## config.mk

```make
export PLATFORM = sky130hd
export DESIGN_NAME = bus_arb2_flat
export DESIGN_NICKNAME = d
export VERILOG_FILES = /design/src/rtl/bus_arb2_if.sv /design/src/rtl/bus_arb2.sv /design/src/flat_wrapper.sv
export SDC_FILE = /design/constraint.sdc
export NUM_CORES = 1
export LEC_CHECK = 0
export ABC_AREA = 1
export CORE_ASPECT_RATIO = 0.8
export CORE_MARGIN = 1
export CORE_UTILIZATION = 37
export CTS_BUF_LIST = sky130_fd_sc_hd__clkbuf_8 sky130_fd_sc_hd__clkbuf_16
export DETAILED_ROUTE_END_ITERATION = 12
export PLACE_DENSITY = 0.77
export REMOVE_ABC_BUFFERS = 1
export SLEW_MARGIN = 20
export SYNTH_ARGS = -nofsm -noshare
export SYNTH_HDL_FRONTEND = slang
export SYNTH_SLANG_ARGS = --single-unit
```

## constraint.sdc

```tcl
create_clock -name clk -period 1.5 [get_ports clk]
set_input_delay 0.3 -clock clk [delete_from_list [all_inputs] [get_ports clk]]
set_output_delay 0.3 -clock clk [all_outputs]
set_load 0.1 [all_outputs]
```

## src/rtl/bus_arb2_if.sv

```systemverilog
// bus_arb2_if: requester handshakes plus shared local-bus signals for bus_arb2.
// master is the arbiter side; slave is the requesters/target side.
interface bus_arb2_if #(
    parameter int AW = 24,
    parameter int DW = 32
);
    logic          a_req;
    logic          a_we;
    logic [AW-1:0] a_addr;
    logic [DW-1:0] a_wdata;
    logic [DW-1:0] a_rdata;
    logic          a_ack;
    logic          b_req;
    logic          b_we;
    logic [AW-1:0] b_addr;
    logic [DW-1:0] b_wdata;
    logic [DW-1:0] b_rdata;
    logic          b_ack;
    logic [AW-1:0] o_addr;
    logic [DW-1:0] o_wdata;
    logic          o_wstb;
    logic [DW-1:0] o_rdata;
    logic          owner;
    logic          busy;

    modport master (
        input  a_req, a_we, a_addr, a_wdata, b_req, b_we, b_addr, b_wdata, o_rdata,
        output a_rdata, a_ack, b_rdata, b_ack, o_addr, o_wdata, o_wstb, owner, busy
    );

    modport slave (
        output a_req, a_we, a_addr, a_wdata, b_req, b_we, b_addr, b_wdata, o_rdata,
        input  a_rdata, a_ack, b_rdata, b_ack, o_addr, o_wdata, o_wstb, owner, busy
    );
endinterface

```

## src/rtl/bus_arb2.sv

```systemverilog
// bus_arb2: round-robin arbiter sharing one local-bus target between two req/ack masters.
module bus_arb2 #(
    parameter int RD_LAT = 1
) (
    input logic        clk,
    input logic        rst_n,
    bus_arb2_if.master bus
);
    typedef enum logic [1:0] {IDLE, BUS, WAIT, ACK} state_t;

    state_t     state;
    logic       we;
    logic [3:0] cnt;
    logic       pick_b;

    // B wins when alone, or on contention when A was granted last
    assign pick_b = bus.b_req & (~bus.a_req | ~bus.owner);

    always_ff @(posedge clk) begin
        if (!rst_n) begin
            state       <= IDLE;
            we          <= 1'b0;
            cnt         <= '0;
            bus.o_addr  <= '0;
            bus.o_wdata <= '0;
            bus.o_wstb  <= 1'b0;
            bus.a_rdata <= '0;
            bus.b_rdata <= '0;
            bus.a_ack   <= 1'b0;
            bus.b_ack   <= 1'b0;
            bus.busy    <= 1'b0;
            bus.owner   <= 1'b1;
        end else begin
            bus.o_wstb <= 1'b0;
            bus.a_ack  <= 1'b0;
            bus.b_ack  <= 1'b0;
            case (state)
                IDLE: if (bus.a_req | bus.b_req) begin
                    state       <= BUS;
                    bus.busy    <= 1'b1;
                    bus.owner   <= pick_b;
                    we          <= pick_b ? bus.b_we : bus.a_we;
                    bus.o_wstb  <= pick_b ? bus.b_we : bus.a_we;
                    bus.o_addr  <= pick_b ? bus.b_addr : bus.a_addr;
                    bus.o_wdata <= pick_b ? bus.b_wdata : bus.a_wdata;
                end
                BUS: if (we) begin
                    state     <= ACK;
                    bus.a_ack <= ~bus.owner;
                    bus.b_ack <= bus.owner;
                end else begin
                    state <= WAIT;
                    cnt   <= 4'(RD_LAT);
                end
                WAIT: begin
                    cnt <= cnt - 4'd1;
                    if (cnt == 4'd1) begin
                        state     <= ACK;
                        bus.a_ack <= ~bus.owner;
                        bus.b_ack <= bus.owner;
                        if (bus.owner) bus.b_rdata <= bus.o_rdata;
                        else bus.a_rdata <= bus.o_rdata;
                    end
                end
                ACK: begin
                    state    <= IDLE;
                    bus.busy <= 1'b0;
                end
                default: state <= IDLE;
            endcase
        end
    end
endmodule

```

## src/flat_wrapper.sv

```systemverilog
// flat-port wrapper written by rule: the top's interface ports become plain ports
module bus_arb2_flat 
#(
    parameter int RD_LAT = 1
)
  (clk, rst_n, bus_a_req, bus_a_we, bus_a_addr, bus_a_wdata, bus_b_req, bus_b_we, bus_b_addr, bus_b_wdata, bus_o_rdata, bus_a_rdata, bus_a_ack, bus_b_rdata, bus_b_ack, bus_o_addr, bus_o_wdata, bus_o_wstb, bus_owner, bus_busy);
  bus_arb2_if #(.AW(24), .DW(32)) bus_i ();
  input logic clk;
  input logic rst_n;
  input wire logic [$bits(bus_i.a_req)-1:0] bus_a_req;
  input wire logic [$bits(bus_i.a_we)-1:0] bus_a_we;
  input wire logic [$bits(bus_i.a_addr)-1:0] bus_a_addr;
  input wire logic [$bits(bus_i.a_wdata)-1:0] bus_a_wdata;
  input wire logic [$bits(bus_i.b_req)-1:0] bus_b_req;
  input wire logic [$bits(bus_i.b_we)-1:0] bus_b_we;
  input wire logic [$bits(bus_i.b_addr)-1:0] bus_b_addr;
  input wire logic [$bits(bus_i.b_wdata)-1:0] bus_b_wdata;
  input wire logic [$bits(bus_i.o_rdata)-1:0] bus_o_rdata;
  output wire logic [$bits(bus_i.a_rdata)-1:0] bus_a_rdata;
  output wire logic [$bits(bus_i.a_ack)-1:0] bus_a_ack;
  output wire logic [$bits(bus_i.b_rdata)-1:0] bus_b_rdata;
  output wire logic [$bits(bus_i.b_ack)-1:0] bus_b_ack;
  output wire logic [$bits(bus_i.o_addr)-1:0] bus_o_addr;
  output wire logic [$bits(bus_i.o_wdata)-1:0] bus_o_wdata;
  output wire logic [$bits(bus_i.o_wstb)-1:0] bus_o_wstb;
  output wire logic [$bits(bus_i.owner)-1:0] bus_owner;
  output wire logic [$bits(bus_i.busy)-1:0] bus_busy;
  assign bus_i.a_req = bus_a_req;
  assign bus_i.a_we = bus_a_we;
  assign bus_i.a_addr = bus_a_addr;
  assign bus_i.a_wdata = bus_a_wdata;
  assign bus_i.b_req = bus_b_req;
  assign bus_i.b_we = bus_b_we;
  assign bus_i.b_addr = bus_b_addr;
  assign bus_i.b_wdata = bus_b_wdata;
  assign bus_i.o_rdata = bus_o_rdata;
  assign bus_a_rdata = bus_i.a_rdata;
  assign bus_a_ack = bus_i.a_ack;
  assign bus_b_rdata = bus_i.b_rdata;
  assign bus_b_ack = bus_i.b_ack;
  assign bus_o_addr = bus_i.o_addr;
  assign bus_o_wdata = bus_i.o_wdata;
  assign bus_o_wstb = bus_i.o_wstb;
  assign bus_owner = bus_i.owner;
  assign bus_busy = bus_i.busy;
  bus_arb2 #(.RD_LAT(RD_LAT)) u_core (.clk(clk), .rst_n(rst_n), .bus(bus_i));
endmodule
```

==> flow_summary.json, run 1 <==
{
  "relSlewSlack_pct": 78.6,
  "port_buffers": 274,
  "io_pins": 275,
  "status": "finished, final reports clean",
  "cp_num_cells": 9,
  "antenna-diode-count": 0,
  "p_switching_uw": 10000,
  "final_hold_viol_count": 0,
  "critical_path_required_ns": 1.81,
  "setup_tns_ns": 0,
  "synth_seq_area_share_pct": 46.1,
  "clk_pin_slew_ns": 0.06,
  "avgRoutedWirePerCell_um": 14.4,
  "setup_viol": 0,
  "drive_gt1_share_pct": 19.4,
  "crit_path_end_kind": "flop",
  "power_uw": 21500,
  "clk_path_buf_depth": 2,
  "initialDrtViolationCount": 311,
  "route.detailed.drc": 0,
  "rsz0062_at_grt": "yes",
  "tightestPinTransition_ns": 0.321,
  "ys_ff_latch": 132,
  "coreArea_sq_um": 15100,
  "hold_class": "in -> reg",
  "fp.dieArea_sq_um": 16000,
  "grt_start_max_net_pins": 72,
  "nNetsFinal": 1277,
  "cts_setup_buffers": 0,
  "finClkSkew_ns": 0.00747,
  "cts-htree-levels": 4,
  "worstPathBufferInverterCount": 4,
  "syn2layout_area_growth_pct": 90.8,
  "die_h_um": 113,
  "rows": 40,
  "pwr-share-clk_pct": 20.5,
  "cpLargestDelayFamily": "buffers and inverters",
  "cts-buffers-inserted": 17,
  "grt_pass1_vias": 6141,
  "path_class": "reg -> reg",
  "cp.arrival_ns": 1.77,
  "path_cells": "inv_2 -> ha_2 -> inv_2 -> nor2_4 -> buf_12 -> buf_12 -> nand2_1 -> a21oi_2 -> nor2_1",
  "insertion_delay_ns": 0.42,
  "pwr-share-comb_pct": 55.9,
  "crit_path_top_delay_cell": "dfxtp_2",
  "root_buffer": "clkbuf_16",
  "fp.dieW_um": 141,
  "maxSlewViolCount": 0,
  "cp-start-kind": "flop",
  "start_util_pct": 38.1,
  "period_share_pct": 97.3,
  "holdPathStages": 3,
  "grt_usage_pct": 24.3,
  "hold_ws_ns": 0.183,
  "swShare_pct": 46.7,
  "path_max_fanout": 24,
  "ant_nets": 0,
  "cpPeakStageDelay_ns": 0.34,
  "r2r_cells": 9,
  "dp_hpwl_um": 13300,
  "grt_pass1_wl_um": 30400,
  "fmax_mhz": 685,
  "synth_area_sq_um": 5730,
  "ir_worst_vdd_v": 0.00148,
  "num_vias": 6232,
  "cts_sinks": 132,
  "period_needed_ns": 1.46,
  "antenna_found_initial": 0,
  "ys_warn_count": 0,
  "power.density_nw_per_um2": 1970,
  "gp_congestion": 0.863,
  "avgSynthCellArea_sq_um": 6.77,
  "routed_wl_um": 19300,
  "gr-total-overflow": 0,
  "p_seq_share_pct": 23.6,
  "leakagePower_uw": 0.00488,
  "ys_types": 19,
  "power.internal_uw": 11500,
  "first_pass_iters": 5,
  "max-cap-violations": 0,
  "syn_inst": 847,
  "cts_tree": "done",
  "vias_per_cell": 4.64
}
-- final cells by class --
cell class / count / area [sq um]
flip-flops and latches: 132 / 2640
repair buffers: 306 / 4450
multi-input cells: 590 / 2680
well taps: 210 / 263
clock buffers: 21 / 480
clock inverters: 11 / 149
inverters: 73 / 274
fillers: 1073 / 4120
-- per-stage QoR --
| step | cell area [sq um] | setup WS, ns | utilization (%) | instances |
|---|---|---|---|---|
| floorplan | 5510 | -1.17 | - | 795 |
| global placement | 10200 | -0.245 | 67.4 | 1308 |
| detailed placement | 10200 | -0.264 | 67.4 | 1308 |
| CTS | 10800 | 0.0167 | 71.6 | 1340 |
| global route | 10900 | -0.0309 | 72.6 | 1343 |
| finish | 10900 | 0.0403 | 72.6 | 1343 |
-- power by group through the flow --
stage / Clock (uW) / Combinational (uW) / Sequential [uW]
after floorplan: 0 / 2170 / 9660
after global placement: 0 / 11600 / 5090
final: 4410 / 12000 / 5070
after detailed placement: 0 / 11800 / 5120
after global routing: 4640 / 12600 / 5170
after CTS: 4470 / 11800 / 5070
-- worst register-to-register path, stage by stage (launching register included) --
cell     delay (ns)
dfxtp_2        0.34
inv_2          0.08
ha_2           0.18
inv_2          0.05
nor2_4         0.11
buf_12         0.15
buf_12         0.17
nand2_1        0.09
a21oi_2        0.11
nor2_1         0.06
-- placed cells by master (no fill, tap or decap), drive strengths merged --
cell	netlist	layout
clkinvlp	0	2
dfxtp	132	132
bufinv	0	3
a21oi	60	60
clkbuf	26	24
ha	7	7
buf	26	155
nand3b	32	32
clkinv	0	3
clkdlybuf4s50	0	148
o211ai	1	1
nor2	190	190
nand2	217	217
inv	73	76
nor3	2	2
a31oi	1	1
o21ai	76	76
nand3	4	4
-- cell usage after synthesis --
master,instances,area [sq um]
inv_2,2,7.51
nor3_2,1,10.0
ha_1,7,87.6
nor3_1,1,5.00
dfxtp_1,132,2640
nand3_1,4,20.0
nand3b_1,32,240
nand2_1,216,811
nand2_2,1,6.26
buf_1,4,15.0
nor2_4,1,11.3
o211ai_1,1,7.51
clkbuf_1,26,97.6
o21ai_0,76,380
nor2_1,189,709
a31oi_1,1,6.26
inv_1,71,267
buf_2,22,110
a21oi_1,60,300
-- cells by family (layout without fill, tap and decap cells) --
logic type | Yosys count | in the layout | share of synthesized area [%]
DFF | 132 | 132 | 46.1
adders and majority gates | 7 | 7 | 1.53
and+or+nand+nor | 445 | 445 | 31.6
AOI/OAI and AO/OA | 138 | 138 | 12.1
buffers and inverters | 125 | 411 | 8.66
-- flip-flops by register name, summed over array words and instances (netlist names) --
| signal | flops |
|---|---|
| u_core.bus.b_rdata | 32 |
| u_core.bus.o_wdata | 32 |
| u_core.bus.a_rdata | 32 |
| u_core.bus.owner | 1 |
| u_core.we | 1 |
| u_core.bus.b_ack | 1 |
| u_core.bus.o_wstb | 1 |
| u_core.bus.o_addr | 24 |
| u_core.bus.a_ack | 1 |
| u_core.cnt | 4 |
| u_core.bus.busy | 1 |
| u_core.state | 2 |
-- worst paths after layout --
kind / start / end / slack, ns
setup / recovery: u_core.state[1] / u_core.bus.o_wdata[16] / 0.04
hold / removal: rst_n / u_core.bus.a_rdata[4] / 0.18
setup reg to reg: u_core.state[1] / u_core.bus.o_wdata[16] / 0.04
hold reg to reg: u_core.cnt[1] / u_core.cnt[1] / 0.47
-- metal layers --
layer  global-route usage (%)  wire [um]
met1                     27.4       7710
met2                     42.9       9880
met5                        0          0
met3                     8.29       1330
met4                     8.12        399
-- timing repair --
action | CTS | global route
hold buffers | 0 | 0
pin swaps | 0 | 2
gates resized for setup | 6 | 31
endpoints found under the hold margin | 0 | 0
gates cloned | 0 | 3
setup endpoints to repair | 8 | 115
Note: power is estimated with default switching activity, not from simulation.
==> inputs of run 2 (changes only) <==
Settings changed: TNS_END_PERCENT set to 50.
==> run 2 against run 1 <==
Via count up 0.32%. Cell area barely moved. Setup slack about the same. Highest routed layer unchanged.
==> flow_summary.json, run 2 (synthesis gave the netlist of run 1 again) <==
{
  "status": "finished, final reports clean",
  "tightestPinTransition_ns": 0.332,
  "cts_tree": "done",
  "r2r_cells": 9,
  "crit_path_end_kind": "flop",
  "path_max_fanout": 24,
  "postCtsHoldBufs": 0,
  "cpPeakStageDelay_ns": 0.34,
  "highest_layer": "met4",
  "place_inst": 1308,
  "fp.dieW_um": 141,
  "setup_viol": 0,
  "io_pins": 275,
  "crit_path_top_delay_cell": "dfxtp_2",
  "grt_usage_pct": 24.3,
  "cts-buffers-inserted": 17,
  "vias_per_cell": 4.66,
  "root_buffer": "clkbuf_16",
  "avgRoutedWirePerCell_um": 14.4,
  "power.density_nw_per_um2": 1970,
  "leakagePower_uw": 0.00487,
  "critical_path_required_ns": 1.80,
  "path_cells": "inv_2 -> ha_2 -> inv_2 -> nor2_4 -> buf_12 -> buf_12 -> nand2_1 -> a21oi_2 -> nor2_1",
  "ir_worst_vdd_v": 0.00148,
  "first_pass_iters": 5,
  "grt_pass1_vias": 6141,
  "dp_hpwl_um": 13300,
  "gr-total-overflow": 0,
  "drive_gt1_share_pct": 19.4,
  "cts_sinks": 132,
  "start_util_pct": 38.1,
  "hold_class": "in -> reg",
  "final_hold_viol_count": 0,
  "fp.dieArea_sq_um": 16000,
  "setup_tns_ns": 0,
  "clk_pin_slew_ns": 0.06,
  "ant_nets": 0,
  "max-cap-violations": 0,
  "grt_start_max_net_pins": 72,
  "rows": 40,
  "top_regs": "u_core.bus.a_rdata: 32 flops, u_core.bus.b_rdata: 32 flops, u_core.bus.o_wdata: 32 flops",
  "coreArea_sq_um": 15100,
  "syn2layout_area_growth_pct": 90.7,
  "cp-start-kind": "flop",
  "antenna_found_initial": 0,
  "power_uw": 21500,
  "holdPathStages": 3,
  "cp.arrival_ns": 1.76,
  "wl_met3_um": 1270,
  "die_h_um": 113,
  "antenna-diode-count": 0,
  "final_cell_mix": "nand2_1, nor2_1, clkdlybuf4s50_1, buf_12, dfxtp_1",
  "cts-htree-levels": 4,
  "hold_ws_ns": 0.185,
  "period_needed_ns": 1.46,
  "nFillCells": 1073,
  "final_common_cell": "nand2_1",
  "initialDrtViolationCount": 330,
  "clk_path_buf_depth": 2,
  "wl_met2_um": 9930,
  "grt_pass1_wl_um": 30400,
  "routed_wl_um": 19400,
  "gp_congestion": 0.863,
  "final_cells": 1343,
  "rsz0062_at_grt": "yes",
  "num_vias": 6252,
  "nNetsFinal": 1277,
  "relSlewSlack_pct": 77.6,
  "period_share_pct": 97.3,
  "insertion_delay_ns": 0.42,
  "route.detailed.drc": 0,
  "finClkSkew_ns": 0.00828,
  "maxSlewViolCount": 0,
  "path_class": "reg -> reg",
  "fmax_mhz": 685,
  "port_buffers": 274,
  "wl_met1_um": 7840
}
-- run 2: cell types whose count changed in the layout (fill, tap and decap cells not counted) --
cell | previous run | this run
o21ai_0 | 67 | 68
buf_6 | 2 | 0
o21ai_1 | 9 | 8
buf_4 | 15 | 17
-- run 2: what timing repair did --
action                                  4_1_cts  5_1_grt
endpoints found under the setup margin        8      115
gates cloned                                  0        3
pin swaps                                     0        2
gates resized for setup                       6       28
setup buffers                                 0        0
-- run 2: path summary, 6_finish.rpt --
| check | startpoint | slack, ns | end |
|---|---|---|---|
| setup / recovery | u_core.state[1] | 0.04 | u_core.bus.o_wdata[4] |
| hold / removal | rst_n | 0.19 | u_core.bus.a_rdata[4] |
| setup reg to reg | u_core.state[1] | 0.04 | u_core.bus.o_wdata[4] |
| hold reg to reg | u_core.cnt[1] | 0.47 | u_core.cnt[1] |
-- run 2: power by group --
part	switching [uW]	internal [uW]	leakage, uW
logic	7650	4360	0.00349
registers	779	4290	0.00108
clock network	1610	2800	0.000307
total	10000	11500	0.00487
-- run 2: area by class of cell --
class                   count  area [sq um]  share of cell area (%)
multi-input cells         590          2680                    24.5
repair buffers            306          4450                    40.7
flip-flops and latches    132          2640                    24.2
inverters                  73           274                    2.51
well taps                 210           263                    2.40
clock inverters            11           149                    1.36
clock buffers              21           480                    4.39
-- run 2: critical path: cells and delay by family (launching register included) --
kind	cells	cell delay, ns
compound gates	1	0.12
fa+ha+maj	1	0.18
buf+inv	4	0.44
flops	1	0.34
simple gates	3	0.25
-- run 2: stage by stage --
step	cell area (sq um)	setup WS [ns]	utilization, %
finish	10900	0.0400	72.6
global route	10900	-0.0513	72.6
CTS	10800	0.0167	71.6
detailed placement	10200	-0.264	67.4
global placement	10200	-0.245	67.4
floorplan	5510	-1.17	-
-- run 2: per-layer routing --
metal	GRT usage [%]	vias to the layer above
li1	-	3174
met1	27.4	2854
met2	42.9	198
met3	8.29	26
met4	8.12	0
met5	0	-
